### src/rtl/spi_master_arbiter_if.sv
// Client-side and spi_master-side signal bundle for spi_master_arbiter.
// master: arbiter view; slave: the clients plus spi_master view.
interface spi_master_arbiter_if #(
  parameter int NUM_REQ    = 4,
  parameter int DATA_WIDTH = 8,
  parameter int LEN_WIDTH  = 4
);
  logic [NUM_REQ-1:0]            cl_req;
  logic [NUM_REQ-1:0]            cl_dir;
  logic [NUM_REQ*LEN_WIDTH-1:0]  cl_len;
  logic [NUM_REQ*DATA_WIDTH-1:0] cl_data;
  logic [NUM_REQ-1:0]            cl_ack;
  logic [NUM_REQ-1:0]            cl_done;
  logic                          m_req;
  logic                          m_dir;
  logic [LEN_WIDTH-1:0]          m_len;
  logic [DATA_WIDTH-1:0]         m_data;
  logic                          m_ack;
  logic                          m_ss;

  modport master (
    input  cl_req, cl_dir, cl_len, cl_data, m_ack, m_ss,
    output cl_ack, cl_done, m_req, m_dir, m_len, m_data
  );

  modport slave (
    output cl_req, cl_dir, cl_len, cl_data, m_ack, m_ss,
    input  cl_ack, cl_done, m_req, m_dir, m_len, m_data
  );
endinterface

### src/rtl/spi_master_arbiter.sv
// Round-robin arbiter sharing one spi_master among NUM_REQ clients.
// Optional watchdog: define SPI_ARB_WATCHDOG_EN to abort stuck transfers after TIMEOUT_CYCLES.
module spi_master_arbiter #(
  parameter int NUM_REQ        = 4,
  parameter int DATA_WIDTH     = 8,
  parameter int LEN_WIDTH      = 4,
  parameter int TO_WIDTH       = 16,
  parameter int TIMEOUT_CYCLES = 1024,
  localparam int ID_W          = $clog2(NUM_REQ)
) (
  input  logic                 clk,
  input  logic                 rst_n,
  spi_master_arbiter_if.master bus,
  output logic [ID_W-1:0]      grant_id,
  output logic                 busy,
  output logic                 err
);

  typedef enum logic [1:0] {IDLE, REQ, XFER} state_t;

  state_t                 state_q, state_d;
  logic [ID_W-1:0]        rr_ptr;
  logic [ID_W-1:0]        winner;
  logic                   ss_seen;
  logic                   grant, finish, timeout;
  logic [NUM_REQ-1:0]     ack_q, done_q;
  logic                   m_req_q, m_dir_q;
  logic [LEN_WIDTH-1:0]   m_len_q;
  logic [DATA_WIDTH-1:0]  m_data_q;

  if (NUM_REQ < 2 || NUM_REQ > 8 || TIMEOUT_CYCLES < 1 ||
      $clog2(TIMEOUT_CYCLES) > TO_WIDTH) begin : g_cfg_check
    $error("spi_master_arbiter: illegal parameter combination");
  end

  // First requester strictly after ptr, wrapping, so the last winner has lowest priority.
  function automatic logic [ID_W-1:0] rr_pick(input logic [NUM_REQ-1:0] req,
                                               input logic [ID_W-1:0]    ptr);
    logic [ID_W-1:0] win;
    logic            found;
    int              idx;
    win   = '0;
    found = 1'b0;
    for (int i = 1; i <= NUM_REQ; i++) begin
      idx = (int'(ptr) + i) % NUM_REQ;
      if (!found && req[idx]) begin
        win   = ID_W'(idx);
        found = 1'b1;
      end
    end
    return win;
  endfunction

  assign winner = rr_pick(bus.cl_req, rr_ptr);

`ifdef SPI_ARB_WATCHDOG_EN
  logic [TO_WIDTH-1:0] wd_cnt;
  logic                err_q;

  always_ff @(posedge clk or negedge rst_n) begin
    if (!rst_n) begin
      wd_cnt <= '0;
      err_q  <= 1'b0;
    end else begin
      err_q <= timeout;
      if (grant)                 wd_cnt <= '0;
      else if (state_q != IDLE)  wd_cnt <= wd_cnt + 1'b1;
    end
  end

  assign timeout = (state_q != IDLE) && (wd_cnt == TO_WIDTH'(TIMEOUT_CYCLES - 1));
  assign err     = err_q;
`else
  assign timeout = 1'b0;
  assign err     = 1'b0;
`endif

  always_ff @(posedge clk or negedge rst_n) begin
    if (!rst_n) state_q <= IDLE;
    else        state_q <= state_d;
  end

  always_comb begin
    state_d = state_q;
    grant   = 1'b0;
    finish  = 1'b0;
    case (state_q)
      IDLE: if (|bus.cl_req) begin
        grant   = 1'b1;
        state_d = REQ;
      end
      REQ:  if (bus.m_ack) state_d = XFER;
      XFER: if (ss_seen && !bus.m_ss) begin
        finish  = 1'b1;
        state_d = IDLE;
      end
      default: state_d = IDLE;
    endcase
    // An aborted transfer never reports done to its client.
    if (timeout) begin
      finish  = 1'b0;
      state_d = IDLE;
    end
  end

  always_ff @(posedge clk or negedge rst_n) begin
    if (!rst_n) begin
      ack_q    <= '0;
      done_q   <= '0;
      m_req_q  <= 1'b0;
      m_dir_q  <= 1'b0;
      m_len_q  <= '0;
      m_data_q <= '0;
      grant_id <= '0;
      rr_ptr   <= ID_W'(NUM_REQ - 1);
      ss_seen  <= 1'b0;
    end else begin
      ack_q  <= '0;
      done_q <= '0;
      if (grant) begin
        ack_q[winner] <= 1'b1;
        grant_id      <= winner;
        rr_ptr        <= winner;
        m_req_q       <= 1'b1;
        m_dir_q       <= bus.cl_dir[winner];
        m_len_q       <= bus.cl_len[int'(winner)*LEN_WIDTH +: LEN_WIDTH];
        m_data_q      <= bus.cl_data[int'(winner)*DATA_WIDTH +: DATA_WIDTH];
        ss_seen       <= 1'b0;
      end
      // The master loads on the same edge it acks, so req drops only after that edge.
      if (state_q == REQ && bus.m_ack) m_req_q <= 1'b0;
      if (state_q == XFER && bus.m_ss) ss_seen <= 1'b1;
      if (finish)                      done_q[grant_id] <= 1'b1;
      if (timeout)                     m_req_q <= 1'b0;
    end
  end

  assign bus.cl_ack  = ack_q;
  assign bus.cl_done = done_q;
  assign bus.m_req   = m_req_q;
  assign bus.m_dir   = m_dir_q;
  assign bus.m_len   = m_len_q;
  assign bus.m_data  = m_data_q;
  assign busy        = (state_q != IDLE);

endmodule

### src/flat_wrapper.sv
// flat-port wrapper written by rule: the top's interface ports become plain ports
module spi_master_arbiter_flat 
#(
  parameter int NUM_REQ        = 4,
  parameter int DATA_WIDTH     = 8,
  parameter int LEN_WIDTH      = 4,
  parameter int TO_WIDTH       = 16,
  parameter int TIMEOUT_CYCLES = 1024,
  localparam int ID_W          = $clog2(NUM_REQ)
)
  (clk, rst_n, grant_id, busy, err, bus_cl_req, bus_cl_dir, bus_cl_len, bus_cl_data, bus_m_ack, bus_m_ss, bus_cl_ack, bus_cl_done, bus_m_req, bus_m_dir, bus_m_len, bus_m_data);
  spi_master_arbiter_if #(.NUM_REQ(NUM_REQ), .DATA_WIDTH(DATA_WIDTH), .LEN_WIDTH(LEN_WIDTH)) bus_i ();
  input  logic clk;
  input  logic rst_n;
  output logic [ID_W-1:0] grant_id;
  output logic busy;
  output logic err;
  input wire logic [$bits(bus_i.cl_req)-1:0] bus_cl_req;
  input wire logic [$bits(bus_i.cl_dir)-1:0] bus_cl_dir;
  input wire logic [$bits(bus_i.cl_len)-1:0] bus_cl_len;
  input wire logic [$bits(bus_i.cl_data)-1:0] bus_cl_data;
  input wire logic [$bits(bus_i.m_ack)-1:0] bus_m_ack;
  input wire logic [$bits(bus_i.m_ss)-1:0] bus_m_ss;
  output wire logic [$bits(bus_i.cl_ack)-1:0] bus_cl_ack;
  output wire logic [$bits(bus_i.cl_done)-1:0] bus_cl_done;
  output wire logic [$bits(bus_i.m_req)-1:0] bus_m_req;
  output wire logic [$bits(bus_i.m_dir)-1:0] bus_m_dir;
  output wire logic [$bits(bus_i.m_len)-1:0] bus_m_len;
  output wire logic [$bits(bus_i.m_data)-1:0] bus_m_data;
  assign bus_i.cl_req = bus_cl_req;
  assign bus_i.cl_dir = bus_cl_dir;
  assign bus_i.cl_len = bus_cl_len;
  assign bus_i.cl_data = bus_cl_data;
  assign bus_i.m_ack = bus_m_ack;
  assign bus_i.m_ss = bus_m_ss;
  assign bus_cl_ack = bus_i.cl_ack;
  assign bus_cl_done = bus_i.cl_done;
  assign bus_m_req = bus_i.m_req;
  assign bus_m_dir = bus_i.m_dir;
  assign bus_m_len = bus_i.m_len;
  assign bus_m_data = bus_i.m_data;
  spi_master_arbiter #(.NUM_REQ(NUM_REQ), .DATA_WIDTH(DATA_WIDTH), .LEN_WIDTH(LEN_WIDTH), .TO_WIDTH(TO_WIDTH), .TIMEOUT_CYCLES(TIMEOUT_CYCLES)) u_core (.clk(clk), .rst_n(rst_n), .bus(bus_i), .grant_id(grant_id), .busy(busy), .err(err));
endmodule
### config.mk
export PLATFORM = sky130hd
export DESIGN_NAME = spi_master_arbiter_flat
export DESIGN_NICKNAME = d
export VERILOG_FILES = /design/src/rtl/spi_master_arbiter_if.sv /design/src/rtl/spi_master_arbiter.sv /design/src/flat_wrapper.sv
export SDC_FILE = /design/constraint.sdc
export NUM_CORES = 1
export LEC_CHECK = 0
export CORE_ASPECT_RATIO = 1.2
export CORE_MARGIN = 1.5
export CORE_UTILIZATION = 42
export CTS_CLUSTER_SIZE = 25
export DETAILED_ROUTE_END_ITERATION = 8
export PLACE_DENSITY = 0.86
export SLEW_MARGIN = 20
export SYNTH_ARGS = -nofsm -noshare
export SYNTH_HDL_FRONTEND = slang
export SYNTH_SLANG_ARGS = --single-unit
### constraint.sdc
create_clock -name clk -period 2.65 [get_ports clk]
set_clock_uncertainty 0.2 [all_clocks]
set_input_delay 0.795 -clock clk [delete_from_list [all_inputs] [get_ports clk]]
set_output_delay 0.795 -clock clk [all_outputs]
set_load 0.05 [all_outputs]
* Word level (Yosys, flattened, before mapping)
Index checks and enable logic that the tools add are counted.
** Operators by class
- Bitwise operators :: 4
- Multiply operators :: 0
- Shift-type cells :: 2
- Magnitude comparators :: 8
- Mux-type cells :: 39
- Add/sub/neg operators :: 4
- Reductions and logical operators :: 22
- Eq/ne operators :: 5
- Div/mod/pow operators :: 0
** Operator list (number)
- 32-bit by 6-bit indexed part select with 8-bit output :: 1
- 1-bit two-way mux :: 22
- 3-bit by 4-bit less-than comparator with 1-bit output, second input constant :: 4
- 16-bit by 5-bit indexed part select with 4-bit output :: 1
- 2-bit two-way mux :: 7
- 1-bit binary-select mux with 2-bit select :: 5
- 1-bit logical AND :: 8
- 4-bit two-way mux :: 2
- 2-bit OR reduction :: 4
- 2-bit by 3-bit less-than comparator with 1-bit output, second input constant :: 2
- 2-bit one-hot mux with 3 select lines :: 1
- 2-bit nonzero test :: 3
- 2-bit by 1-bit adder with 2-bit output, second input constant :: 2
- 2-bit adder, second input constant :: 2
- 1-bit AND, first input constant :: 4
- 1-bit demux with 2-bit select :: 2
- 2-bit by 1-bit greater-or-equal comparator with 1-bit output, second input constant :: 2
- 1-bit logical NOT :: 4
- 2-bit by 1-bit inequality test with 1-bit output, second input constant :: 2
- 4-bit OR reduction :: 1
- 3-bit AND reduction :: 1
- 2-bit by 1-bit equality test with 1-bit output, second input constant :: 1
- 2-bit equality test, second input constant :: 1
- 2-bit logical NOT :: 1
- 2-bit inequality test, second input constant :: 1
** Storage, ports and cells
- Bits in latches :: 0
- Register bits :: 29
- Input port bits :: 60
- Bits in read-only memories :: 0
- Memories :: 0
- RAM bits :: 0
- Word-level logic and storage cells :: 94

* Depth between registers and ports, before layout
- Depth in word-level cells :: 21
- Mapped depth :: 7

* Worst setup path before layout
No wires, ideal clock.
- Kind :: input -> register
- From :: input port bus_cl_req[2]
- To :: register u_core.m_dir_q, in the netlist u_core.bus.m_dir
- Path buffers :: 2
- Arrival :: 1.886 ns
- Stages on the path :: 7
- Required time :: 2.316 ns
- Setup time :: 0.134 ns
- Path slack :: 0.430 ns
- Cell sequence :: nand2b_1 > a21o_2 > and3_1 > buf_2 > buf_4 > a211oi_1 > a211oi_1
** On the way
- Cells in the longest elaborated chain, start to end :: 15
- Elaborated cells between the ends (all ways) :: 30
- Those cells by class :: 23 x mux; 7 x reduce/logical
** Ends and longest elaborated chain
- from (decl) :: RTL line flat_wrapper.sv:18 : input wire logic [$bits(bus_i.cl_req)-1:0] bus_cl_req;
- 1-bit binary-select mux with 2-bit select :: RTL line spi_master_arbiter.sv:46 : if (!found && req[idx]) begin
- 1-bit two-way mux (not written as such) (2 in a row) :: RTL line spi_master_arbiter.sv:46
- 1-bit two-way mux :: RTL line spi_master_arbiter.sv:46
- 1-bit logical NOT :: RTL line spi_master_arbiter.sv:46
- 1-bit logical AND :: RTL line spi_master_arbiter.sv:46
- 1-bit two-way mux :: RTL line spi_master_arbiter.sv:46
- 1-bit logical NOT :: RTL line spi_master_arbiter.sv:46
- 1-bit logical AND :: RTL line spi_master_arbiter.sv:46
- 1-bit two-way mux :: RTL line spi_master_arbiter.sv:46
- 1-bit logical NOT :: RTL line spi_master_arbiter.sv:46
- 1-bit logical AND :: RTL line spi_master_arbiter.sv:46
- 2-bit two-way mux :: RTL line spi_master_arbiter.sv:46
- 1-bit binary-select mux with 2-bit select :: RTL line spi_master_arbiter.sv:125 : m_dir_q <= bus.cl_dir[winner];
- 1-bit two-way mux (not written as such) :: RTL line spi_master_arbiter.sv:125
- to (signal assigned) :: RTL line spi_master_arbiter.sv:125
- to (decl) :: RTL line spi_master_arbiter.sv:27 : logic m_req_q, m_dir_q;
Parallel ways exist; a longest one is shown, timed or not. The select of a mux whose other input is x is not followed.
A chain may end at the register's enable or synchronous reset.

* Worst setup path after layout
- From :: register u_core.grant_id[0]
- To :: output port grant_id[0]
** RTL lines
- from (decl) :: RTL line spi_master_arbiter.sv:14 : output logic [ID_W-1:0] grant_id,
- from (signal assigned) :: RTL line spi_master_arbiter.sv:122 : grant_id <= winner;
- to (decl) :: RTL line flat_wrapper.sv:15 : output logic [ID_W-1:0] grant_id;
No word-level cell between the ends.

==> reports/results.txt <==
global-route wire length before repair - 7040 um
die height - 70.5 um
final core utilization - 0.744
cts bufs inserted - 5
Avg Cell Area, Syn - 9.31 um^2
status - completed
Worst setup EP type - primary output
CTS tree - built
hold depth - 2
total core area - 0.00363 mm^2
DR pass1 iterations - 4
Pins Over Slew Limit - 0
footprint of the multi-input gates - 757 um^2
Site Rows - 24
period utilisation layout - 0.955
register area - 728 um^2
vias in the first global route - 1622
later-pin clock latency in the skew report - 280 ps
Slowest-stage cell, CP - clkdlybuf4s50_1
CP cell instances - clkdlybuf4s50_1
Switch Pwr - 1.39 mW
WL/cell - 13.5 um
worst r2r path cells - 4
CP Launch Type - register
combinational fraction of design power - 0.582
vias per cell - 5.06
Fin. Hold Viols - 0
synthesized cell area - 0.00159 mm^2
Setup-failing EPs final - 0
slew margin rel. - 0.623
CP Buf/Inv Count - 1
CTS H-tree depth - 2
worst path arrival time - 1540 ps
ys flop type - dfrtp_1
# diodes - 0
crit-path max cell delay - 830 ps
Clk network pwr share - 0.174
Die W - 59.2 um
Antenna Violating Nets Remaining - 0
top cells by area, synth - dfrtp_1 42%, a211oi_1 12%, mux2i_1 8.2%
antenna violations before repair - 0
Yosys cell types - 32
post-synth top area cell - dfrtp_1
GR Util All Layers - 0.224
RD Place Congestion - 0.855
Hold EP - u_core.bus.m_req
count leader, synth - dfrtp_1
Overflow after GRT - 0
area share of the largest cell type after synthesis - 0.424
hold wc startpoint - u_core.bus.m_req
sequential area share after synthesis - 0.457
FF-to-FF End - u_core.bus.m_data[7]
PD cells - 1160 mW/mm^2
number of I/O port buffers - 84
highest achievable clock rate - 0.395 GHz
Post-CTS Setup Inserts - 0
leakage - 1.17 nW
clk slew on worst S/H paths - 60 ps
vias - 1595
clk root buf - clkbuf_8
ys async rst share - 1.00
Flop pwr share - 0.244
RSZ-0062 raised after global routing - false
setup slack, reg-to-reg - 680 ps
top cells by count, synth - 27 x dfrtp_1, 26 x a211oi_1, 24 x nor2_1
# IOs - 86
CP delay by family, top - buffers and inverters
Hold Path Class - reg2reg
CTS Hold Buffers Added - 0
Initial Util - 0.438
die area - 0.00417 mm^2
r2r startpoint - u_core.rr_ptr[1]
Clock Path Buffers - 2
Max VDD drop - 554 uV
clock net sink count - 29
total chip power - 3.13 mW
# DRC - 0
Switching Fraction - 0.446
setup_tns - 0 ps
Max FO, Critical Path - 6
Net count, final - 322
kind of critical path - reg2out
Cells after Synth - 171
pin count of the biggest net entering global routing - 30
CP required - 1660 ps
final WL - 4240 um
dpl hpwl - 3130 um
Max Cap Viol - 0
Post-synth EDFFs - 0
Slew @ Worst Pin - 565 ps
1st-iter DRT viols - 38
share of layout cells above drive strength 1 - 0.129
cell-internal power - 1.73 mW
post-synthesis register bit count - 29
syn nets - 231
Layout area overhead - 69.8%
synth warn - 0
fillers - 272
post-layout min period - 2530 ps
## stage by stage
stage	hold slack, ps	setup slack (ps)	instance area (um^2)	std cells
detailed placement	297	-401	2560	307
global placement	258	-286	2560	307
CTS	310	74.8	2700	315
global route	330	16.1	2700	315
finish	293	120	2700	315
floorplan	250	430	1590	171
## power groups by stage
stage	registers [mW]	clock network [mW]	logic, mW
3_5_place_dp	0.771	0	1.82
2_1_floorplan	1.23	0	0.687
4_1_cts	0.764	0.552	1.82
6_report	0.762	0.546	1.82
5_1_grt	0.784	0.571	1.95
3_3_place_gp	0.762	0	1.79
## metal layers
metal / up-vias / part of all wire / GRT usage
met2: 63 / 0.53 / 0.381
met3: 11 / 0.060 / 0.0556
met1: 740 / 0.38 / 0.255
met5: - / 0 / 0
met4: 0 / 0.025 / 0.101
li1: 781 / - / -
## layout make-up
cell class,count,share of cell area
multi-input cells,116,0.280
well taps,52,0.0241
flip-flops and latches,29,0.269
inverters,14,0.0194
clock buffers,5,0.0255
repair buffers,96,0.358
clock inverters,3,0.0241
## worst max path at each step
stage / from / to / slack, ps / cells past startpoint
2_1_floorplan: bus_cl_req[2] / u_core.bus.m_dir / 430 / 7
3_3_place_gp: bus_cl_req[3] / u_core.bus.m_len[3] / -290 / 5
3_5_place_dp: bus_cl_req[3] / u_core.bus.m_data[7] / -400 / 5
4_1_cts: bus_cl_req[1] / u_core.bus.m_data[7] / 70 / 7
5_1_grt: bus_cl_req[1] / u_core.bus.m_data[6] / 20 / 7
6_report: u_core.grant_id[0] / grant_id[0] / 120 / 1
## timing repair
| action | in CTS | in global routing |
|---|---|---|
| endpoints found under the setup margin | 14 | 9 |
| resized for setup | 2 | 3 |
| cloned | 0 | 0 |
## logic make-up after synthesis
family                 synth area share
and+or+nand+nor                   0.169
buffers and inverters            0.0746
other                           0.00235
muxes                            0.0817
AOI/OAI and AO/OA                 0.215
DFF                               0.457
## cell usage in the layout, fill, tap and decap left out, types with 2 or more instances in the layout
cell / instances
buf_4: 9
a211oi_1: 25
dfstp_2: 2
nor2_1: 23
a31oi_1: 13
clkbuf_8: 5
inv_1: 14
or2_1: 2
a21oi_1: 2
nand2b_1: 4
buf_12: 3
nand2_1: 12
bufinv_16: 2
o21ai_0: 3
clkdlybuf4s50_1: 83
dfrtp_1: 27
mux2i_1: 13
## state kept, by name (all words and copies together) (netlist names), 2 cells and up
signal	count
u_core.bus.cl_done	4
u_core.grant_id	2
u_core.state_q	2
u_core.bus.cl_ack	4
u_core.rr_ptr	2
u_core.bus.m_len	4
u_core.bus.m_data	8
No activity file was read; power rests on OpenSTA's default activity.
